**src/rtl/button_conditioner_if.sv**
```systemverilog
// rtl/button_conditioner_if.sv - port bundle for the N-channel pushbutton conditioner
interface button_conditioner_if #(
  parameter int N_BTN = 4
);
  logic [N_BTN-1:0] btn_in;
  logic [N_BTN-1:0] repeat_mask;
  logic [N_BTN-1:0] btn_level;
  logic [N_BTN-1:0] press_pulse;
  logic [N_BTN-1:0] release_pulse;
  logic [N_BTN-1:0] long_pulse;

  modport master (
    output btn_in, repeat_mask,
    input  btn_level, press_pulse, release_pulse, long_pulse
  );

  modport slave (
    input  btn_in, repeat_mask,
    output btn_level, press_pulse, release_pulse, long_pulse
  );
endinterface

```
**src/rtl/button_conditioner.sv**
```systemverilog
// rtl/button_conditioner.sv - per-channel sync, debounce, press/release/long strobes
// Optional hold-to-repeat is built only when BTN_AUTO_REPEAT_EN is defined.
module button_conditioner #(
  parameter int N_BTN         = 4,
  parameter int ACTIVE_LOW    = 1,
  parameter int DB_CYCLES     = 250000,
  parameter int LONG_CYCLES   = 25000000,
  parameter int REPEAT_DELAY  = 12500000,
  parameter int REPEAT_PERIOD = 2500000
) (
  input logic                 clk,
  input logic                 rst_n,
  button_conditioner_if.slave bus
);
  localparam int HOLD_MAX = (LONG_CYCLES > REPEAT_DELAY) ? LONG_CYCLES : REPEAT_DELAY;
  localparam int DB_W     = $clog2(DB_CYCLES + 1);
  localparam int HOLD_W   = $clog2(HOLD_MAX + 1);

`ifdef BTN_AUTO_REPEAT_EN
  localparam int REP_W    = $clog2(REPEAT_PERIOD + 1);
`else
  localparam int repeat_period_unused = REPEAT_PERIOD;
  logic repeat_mask_unused;
  assign repeat_mask_unused = ^bus.repeat_mask;
`endif

  typedef enum logic [1:0] {RELEASED, HELD_DELAY, HELD_REPEAT} state_e;

  logic [N_BTN-1:0] p;
  logic [N_BTN-1:0] level_v, press_v, release_v, long_v;

  assign p = (ACTIVE_LOW != 0) ? ~bus.btn_in : bus.btn_in;

  for (genvar i = 0; i < N_BTN; i++) begin : g_ch
    logic              sync1_q, sync1_d, s_q, s_d, level_q, level_d;
    logic [DB_W-1:0]   cnt_q, cnt_d;
    logic [HOLD_W-1:0] hold_q, hold_d;
    state_e            state_q, state_d;
    logic              press_q, press_d, release_q, release_d, long_q, long_d;
    logic              rise, fall;
`ifdef BTN_AUTO_REPEAT_EN
    logic [REP_W-1:0]  rep_q, rep_d;
`endif

    always_ff @(posedge clk or negedge rst_n) begin
      if (!rst_n) begin
        sync1_q   <= 1'b0;
        s_q       <= 1'b0;
        level_q   <= 1'b0;
        cnt_q     <= '0;
        hold_q    <= '0;
        state_q   <= RELEASED;
        press_q   <= 1'b0;
        release_q <= 1'b0;
        long_q    <= 1'b0;
`ifdef BTN_AUTO_REPEAT_EN
        rep_q     <= '0;
`endif
      end else begin
        sync1_q   <= sync1_d;
        s_q       <= s_d;
        level_q   <= level_d;
        cnt_q     <= cnt_d;
        hold_q    <= hold_d;
        state_q   <= state_d;
        press_q   <= press_d;
        release_q <= release_d;
        long_q    <= long_d;
`ifdef BTN_AUTO_REPEAT_EN
        rep_q     <= rep_d;
`endif
      end
    end

    // Level is accepted on the edge where the mismatch count reaches DB_CYCLES-1,
    // so a clean step shows up DB_CYCLES+2 edges after the raw input moves.
    always_comb begin
      sync1_d = p[i];
      s_d     = sync1_q;
      level_d = level_q;
      cnt_d   = '0;
      if (s_q != level_q) begin
        if (cnt_q == DB_W'(DB_CYCLES - 1)) level_d = s_q;
        else                               cnt_d   = cnt_q + 1'b1;
      end
    end

    assign rise = level_d & ~level_q;
    assign fall = ~level_d & level_q;

    always_comb begin
      hold_d  = hold_q;
      state_d = state_q;
      if (!level_d || rise)                     hold_d = '0;
      else if (hold_q != HOLD_W'(HOLD_MAX))     hold_d = hold_q + 1'b1;
`ifdef BTN_AUTO_REPEAT_EN
      rep_d = '0;
      if (state_q == HELD_REPEAT && !fall)
        rep_d = (rep_q == REP_W'(REPEAT_PERIOD - 1)) ? '0 : rep_q + 1'b1;
`endif
      case (state_q)
        RELEASED:    if (rise) state_d = HELD_DELAY;
        HELD_DELAY: begin
          if (fall) state_d = RELEASED;
`ifdef BTN_AUTO_REPEAT_EN
          else if (bus.repeat_mask[i] && hold_q == HOLD_W'(REPEAT_DELAY - 1))
            state_d = HELD_REPEAT;
`endif
        end
        HELD_REPEAT: if (fall) state_d = RELEASED;
        default:     state_d = RELEASED;
      endcase
    end

    always_comb begin
      press_d   = rise;
      release_d = fall;
      long_d    = level_q & level_d & (hold_q == HOLD_W'(LONG_CYCLES - 1));
`ifdef BTN_AUTO_REPEAT_EN
      // Mask is live every cycle: clearing it silences repeats without leaving the held state.
      if (!fall && bus.repeat_mask[i]) begin
        if (state_q == HELD_DELAY && hold_q == HOLD_W'(REPEAT_DELAY - 1)) press_d = 1'b1;
        if (state_q == HELD_REPEAT && rep_q == REP_W'(REPEAT_PERIOD - 1))  press_d = 1'b1;
      end
`endif
    end

    assign level_v[i]   = level_q;
    assign press_v[i]   = press_q;
    assign release_v[i] = release_q;
    assign long_v[i]    = long_q;
  end

  assign bus.btn_level     = level_v;
  assign bus.press_pulse   = press_v;
  assign bus.release_pulse = release_v;
  assign bus.long_pulse    = long_v;
endmodule

```
**src/flat_wrapper.sv**
```systemverilog
// flat-port wrapper written by rule: the top's interface ports become plain ports
module button_conditioner_flat 
#(
  parameter int N_BTN         = 4,
  parameter int ACTIVE_LOW    = 1,
  parameter int DB_CYCLES     = 250000,
  parameter int LONG_CYCLES   = 25000000,
  parameter int REPEAT_DELAY  = 12500000,
  parameter int REPEAT_PERIOD = 2500000
)
  (clk, rst_n, bus_btn_in, bus_repeat_mask, bus_btn_level, bus_press_pulse, bus_release_pulse, bus_long_pulse);
  button_conditioner_if #(.N_BTN(N_BTN)) bus_i ();
  input logic clk;
  input logic rst_n;
  input wire logic [$bits(bus_i.btn_in)-1:0] bus_btn_in;
  input wire logic [$bits(bus_i.repeat_mask)-1:0] bus_repeat_mask;
  output wire logic [$bits(bus_i.btn_level)-1:0] bus_btn_level;
  output wire logic [$bits(bus_i.press_pulse)-1:0] bus_press_pulse;
  output wire logic [$bits(bus_i.release_pulse)-1:0] bus_release_pulse;
  output wire logic [$bits(bus_i.long_pulse)-1:0] bus_long_pulse;
  assign bus_i.btn_in = bus_btn_in;
  assign bus_i.repeat_mask = bus_repeat_mask;
  assign bus_btn_level = bus_i.btn_level;
  assign bus_press_pulse = bus_i.press_pulse;
  assign bus_release_pulse = bus_i.release_pulse;
  assign bus_long_pulse = bus_i.long_pulse;
  button_conditioner #(.N_BTN(N_BTN), .ACTIVE_LOW(ACTIVE_LOW), .DB_CYCLES(DB_CYCLES), .LONG_CYCLES(LONG_CYCLES), .REPEAT_DELAY(REPEAT_DELAY), .REPEAT_PERIOD(REPEAT_PERIOD)) u_core (.clk(clk), .rst_n(rst_n), .bus(bus_i));
endmodule
```
**config.mk**
```make
export PLATFORM = sky130hd
export DESIGN_NAME = button_conditioner_flat
export DESIGN_NICKNAME = d
export VERILOG_FILES = /design/src/rtl/button_conditioner_if.sv /design/src/rtl/button_conditioner.sv /design/src/flat_wrapper.sv
export SDC_FILE = /design/constraint.sdc
export NUM_CORES = 1
export LEC_CHECK = 0
export CAP_MARGIN = 20
export CORE_UTILIZATION = 45
export DETAILED_ROUTE_END_ITERATION = 8
export PLACE_DENSITY_LB_ADDON = 0.1
export SLEW_MARGIN = 20
export SYNTH_ARGS = -nofsm -noshare
export SYNTH_HDL_FRONTEND = slang
export SYNTH_SLANG_ARGS = --single-unit
export TNS_END_PERCENT = 100
```
**constraint.sdc**
```tcl
create_clock -name clk -period 6.11 [get_ports clk]
set_input_delay 1.222 -clock clk [delete_from_list [all_inputs] [get_ports clk]]
set_output_delay 1.222 -clock clk [all_outputs]
set_load 0.005 [all_outputs]
```
==> results of run 1 <==
## metrics by stage
| step | worst slack (ns) | util | hold slack [ns] |
|---|---|---|---|
| 2_1_floorplan | 4.08 | - | 0.331 |
| 3_3_place_gp | 3.46 | 0.482 | 0.332 |
| 3_5_place_dp | 3.45 | 0.482 | 0.336 |
| 4_1_cts | 3.34 | 0.510 | 0.346 |
| 5_1_grt | 3.27 | 0.511 | 0.353 |
| 6_report | 3.39 | 0.511 | 0.347 |
## layer usage
metal	share of wire	global-route usage
met5	0	0
met4	0.010	0.0520
met3	0.027	0.0339
met2	0.46	0.291
met1	0.50	0.265
## cells in the final DEF (no fill, tap or decap), types with 20 or more instances in the layout
cell type          n
dfrtp_1          196
nor2_1           117
a21oi_1           69
nand2_1           67
nand3_1           61
xnor2_1           52
xor2_1            46
nand4_1           45
or4_1             44
or3_1             39
o21ai_0           36
inv_1             33
o31ai_1           28
nor4_1            22
and3_1            21
clkdlybuf4s50_1   20
## sequential cells by signal (all words and copies together) (netlist names)
name and count:
u_core.g_ch.long_q 4, u_core.g_ch.cnt_q 72, u_core.g_ch.release_q 4, u_core.g_ch.press_q 4, u_core.g_ch.s_q 4, u_core.g_ch.hold_q 100, u_core.g_ch.s_d 4, u_core.g_ch.level_q 4
## layout make-up
type / instances / share of cell area
clock inverter: 13 / 0.0139
multi-input combinational: 755 / 0.427
clock buffer: 19 / 0.0407
inverter: 33 / 0.0114
timing repair buffer: 27 / 0.0242
sequential: 196 / 0.451
tap: 275 / 0.0316
## logic make-up after synthesis
logic type / after synthesis / share of synthesized area
XOR/XNOR: 98 / 0.0868
multiplexers: 4 / 0.00456
adder cells (fa/ha/maj): 12 / 0.0152
buffers and inverters: 75 / 0.0370
AND/OR/NAND/NOR: 496 / 0.274
AO/OA/AOI/OAI: 145 / 0.0861
flip-flops: 196 / 0.496
## power groups by stage
stage | sequential, mW | clock [mW] | combinational (mW)
after floorplan | 1.34 | 0 | 0.0163
after global placement | 1.34 | 0 | 0.0539
after detailed placement | 1.34 | 0 | 0.0538
after CTS | 1.31 | 1.16 | 0.0542
after global routing | 1.32 | 1.21 | 0.0604
final | 1.32 | 1.12 | 0.0504
## final timing paths
path | from | end | slack [ns] | cells past startpoint
max in group asynchronous | rst_n | u_core.g_ch[0].hold_q[15] | 4.09 | 2
min | u_core.g_ch[3].s_d | u_core.g_ch[3].s_q | 0.35 | 0
max | u_core.g_ch[2].level_q | bus_btn_level[2] | 3.39 | 1
min reg2reg | u_core.g_ch[3].s_d | u_core.g_ch[3].s_q | 0.35 | 0
min in group asynchronous | rst_n | u_core.g_ch[0].release_q | 0.83 | 1
max reg2reg | u_core.g_ch[1].cnt_q[0] | u_core.g_ch[1].long_q | 3.48 | 5
==> flow_summary.yaml, run 1 <==
outcome:
  status: "completed"
timing:
  maxSlewHeadroom: 0.266
  rsz0062_at_grt: "false"
  fin_setup_tns_ns: 0
  worstMarginPinSlew_ns: 1.10
  slew_viol_final: 0
  hold_viol_final: 0
  clock.fmax_mhz: 368
  fin_skew_ns: 0.0102
  finalSetupViolCount: 0
  period_share: 0.445
  min_period_ns: 2.72
die:
  io_pins: 26
  dieWidth_um: 150
  die_area_um2: 22600
  coreArea_um2: 21300
  num_rows: 53
  die_h_um: 150
  start_util: 0.464
grt:
  grtUsageTotal: 0.187
  grt_pass1_vias: 6982
  grt_first_pass_wirelength_mm: 34.0
  grt_overflow: 0
  antenna_found_initial: 0
  grt_max_degree: 100
clock_tree:
  cts_made_buffers: 17
  cts_max_level: 4
  clk_pin_slew_worst_paths_ns: 0.07
  cts_setup_buffers: 0
  max-clock-path-buffers: 2
  clockRootBuffer: "clkbuf_16"
  clkLatencyLatePin_ns: 0.43
  cts_resized: 0
  cts_sinks: 196
  cts_tree: "done"
  postCtsHoldBufs: 0
logic_synthesis:
  synth_edf_count: 0
  syn-cell-area_um2: 9890
  synth.area.top_cells: "dfrtp_1, xnor2_1, nor2_1"
  synthTopCellsByCount: "dfrtp_1, nor2_1, a21oi_1"
  ys_ff_latch: 196
  synth_top_area_cell: "dfrtp_1"
  ys_types: 46
  syn_nets: 1048
  syn_avg_cell_area_um2: 9.64
  synth_top_area_frac: 0.496
  yosys_warnings: 0
  postSynthCellCount: 1026
  synthMostInstantiatedCell: "dfrtp_1"
  synthArstFlopShare: 1.00
  synth-seq-area-share: 0.496
  synth_flop_cell: "dfrtp_1"
pwr:
  p_leak_nw: 4.01
  p_sw_frac: 0.220
  cellPowerDensity_nw_per_um2: 229
  pwr-share-seq: 0.529
  power_frac_clock: 0.451
  pwr-share-comb: 0.020
  intPower_mw: 1.94
  peakVddDrop_uv: 144
  p_switching_uw: 548
  finalPower_mw: 2.49
placed_design:
  port_buffers: 21
  dp.cells: 1285
  gp_congestion: 0.767
  place_area_um2: 10300
  dp_hpwl_mm: 12.5
setup_path:
  cpLargestDelayFamily: "buffers and inverters"
  setup.worst_path.start_class: "register"
  path_buf_inv: 1
  critPathMaxStageDelay_ns: 0.60
  path_max_fanout: 6
  critical_path_class: "reg -> out"
  cpMaxStageDelayCell: "clkdlybuf4s50_1"
  crit_arrival_ns: 1.50
  crit_required_ns: 4.89
  worstSetupEndpointType: "output pin"
  path_cells: "clkdlybuf4s50_1"
drt:
  drc_errors: 0
  drt-initial-drc-count: 420
  first_pass_iters: 4
  ant_nets: 0
  via_per_inst: 5.59
  dr_total_vias: 7367
  drt-total-wl_mm: 19.1
  wl_per_cell_um: 14.5
layout:
  nFillCells: 1983
  finalInstanceArea_um2: 10900
  syn_to_final_growth_pct: 10.0
  ff_latch_area_um2: 4900
  antennaDiodeCount: 0
  nets: 1052
  fin_cells: 1318
  multi_input_area_um2: 4650
  drive_above_1_share: 0.0518
flow_run:
  max_cap_violations: 0
hold_path:
  hold_path_class: "reg -> reg"
No activity file was read; power rests on OpenSTA's default activity.
==> inputs of run 2 (changes only) <==
==> constraint.sdc (replaced) <==
create_clock -name clk -period 2.45 [get_ports clk]
set_input_delay 0.49 -clock clk [delete_from_list [all_inputs] [get_ports clk]]
set_output_delay 0.49 -clock clk [all_outputs]
set_load 0.005 [all_outputs]
==> flow_summary.yaml, run 2 (same netlist as run 1, synthesis figures left out) <==
layout:
  utilization: 0.519
  nets: 1069
  nFillCells: 1949
  largest_register: "u_core.g_ch.hold_q"
  drive_above_1_share: 0.0670
  layout_common_cells: "dfrtp_1, nor2_1, a21oi_1, nand2_1, nand3_1"
  antennaDiodeCount: 0
  multi_input_area_um2: 4640
  top_regs: "u_core.g_ch.hold_q (100), u_core.g_ch.cnt_q (72)"
  finalInstanceArea_um2: 11000
  ff_latch_area_um2: 4900
  largest_register_ffs: 100
  syn_to_final_growth_pct: 11.7
  final_common_cell: "dfrtp_1"
die:
  io_pins: 26
  die_area_um2: 22600
  num_rows: 53
  die_h_um: 150
  dieWidth_um: 150
  coreArea_um2: 21300
  start_util: 0.464
clock_tree:
  max-clock-path-buffers: 2
  cts_resized: 0
  clk_pin_slew_worst_paths_ns: 0.08
  cts_setup_buffers: 0
  clockRootBuffer: "clkbuf_16"
  cts_made_buffers: 17
  cts_max_level: 4
  clkLatencyLatePin_ns: 0.44
  postCtsHoldBufs: 0
  cts_tree: "done"
  cts_sinks: 196
setup_path:
  setup.worst_path.start_class: "register"
  critical_path_class: "reg -> reg"
  worstSetupEndpointType: "register"
  crit_required_ns: 2.81
  cpMaxStageDelayCell: "or4b_1"
  path_cells: "nand3_1 -> or4b_1 -> or4_1 -> a21oi_1"
  crit_arrival_ns: 2.60
  critPathMaxStageDelay_ns: 0.80
  path_max_fanout: 13
timing:
  maxSlewHeadroom: 0.665
  finalSetupViolCount: 0
  period_share: 0.912
  rsz0062_at_grt: "false"
  fin_setup_tns_ns: 0
  min_period_ns: 2.23
  worstMarginPinSlew_ns: 0.502
  slew_viol_final: 0
  clock.fmax_mhz: 448
  hold_viol_final: 0
  fin_skew_ns: 0.0175
drt:
  dr_total_vias: 7421
  wl_per_cell_um: 14.5
  first_pass_iters: 4
  drt-total-wl_mm: 19.3
  ant_nets: 0
  via_per_inst: 5.56
  drt-initial-drc-count: 364
  drc_errors: 0
grt:
  grt_overflow: 0
  grt_first_pass_wirelength_mm: 33.7
  grtUsageTotal: 0.185
  antenna_found_initial: 0
  grt_pass1_vias: 7006
  grt_max_degree: 59
pwr:
  p_leak_nw: 4.13
  peakVddDrop_uv: 396
  cellPowerDensity_nw_per_um2: 570
placed_design:
  gp_congestion: 0.785
  place_area_um2: 10400
  dp_hpwl_mm: 13.0
  port_buffers: 21
flow_run:
  max_cap_violations: 0
hold_path:
  hold_path_class: "in -> async"
outcome:
  status: "completed"
run 2: cell count changes in the layout (fill, tap and decap cells not counted), sizes merged:
cell      before  now
buf            6   23
inv           35   41
clkinvlp       4    0
clkbuf        20   19
clkinv         5    4
run 2: critical path, delay by kind of cell (launching register included):
kind	cells	cell delay (ns)
simple gates	3	1.55
flops	1	0.44
compound gates	1	0.16
run 2: path summary, 6_finish.rpt:
| check | start | to | slack, ns | depth (start not counted) |
|---|---|---|---|---|
| min reg2reg | u_core.g_ch[0].s_d | u_core.g_ch[0].s_q | 0.35 | 0 |
| min in group clk | u_core.g_ch[0].s_d | u_core.g_ch[0].s_q | 0.35 | 0 |
| max reg2reg | u_core.g_ch[3].hold_q[2] | u_core.g_ch[3].hold_q[21] | 0.22 | 4 |
| min | rst_n | u_core.g_ch[0].release_q | 0.02 | 1 |
| max | u_core.g_ch[3].hold_q[2] | u_core.g_ch[3].hold_q[21] | 0.22 | 4 |
| max in group asynchronous | rst_n | u_core.g_ch[1].cnt_q[16] | 1.75 | 2 |
run 2: cell type report:
cell class                 count  area share
clock buffer                  18      0.0398
clock inverter                14      0.0148
inverter                      33      0.0112
multi-input combinational    755       0.420
sequential                   196       0.444
tap                          275      0.0312
timing repair buffer          44      0.0384
run 2: per-stage QoR:
| step | hold slack, ns | setup WS, ns | power, mW | cells |
|---|---|---|---|---|
| 2_1_floorplan | 0.194 | 0.419 | 3.38 | 1026 |
| 3_3_place_gp | 0.332 | 0.257 | 3.49 | 1303 |
| 3_5_place_dp | 0.335 | 0.243 | 3.49 | 1303 |
| 4_1_cts | 0.0288 | 0.220 | 6.39 | 1335 |
| 5_1_grt | 0.0498 | 0.0774 | 6.54 | 1335 |
| 6_report | 0.0201 | 0.216 | 6.29 | 1335 |
run 2: power by group:
part / switching (mW) / leakage [nW] / total (mW) / internal [mW]
clock network: 1.31 / 0.299 / 2.88 / 1.57
logic: 0.0969 / 1.12 / 0.138 / 0.0409
registers: 0.0234 / 2.71 / 3.28 / 3.26
total: 1.43 / 4.13 / 6.29 / 4.86
run 2: layer usage:
metal	global-route usage	part of all wire	vias up
met5	0	0	-
li1	-	-	3752
met1	0.265	0.51	3584
met3	0.0424	0.029	21
met2	0.281	0.45	64
met4	0.0465	0.011	0
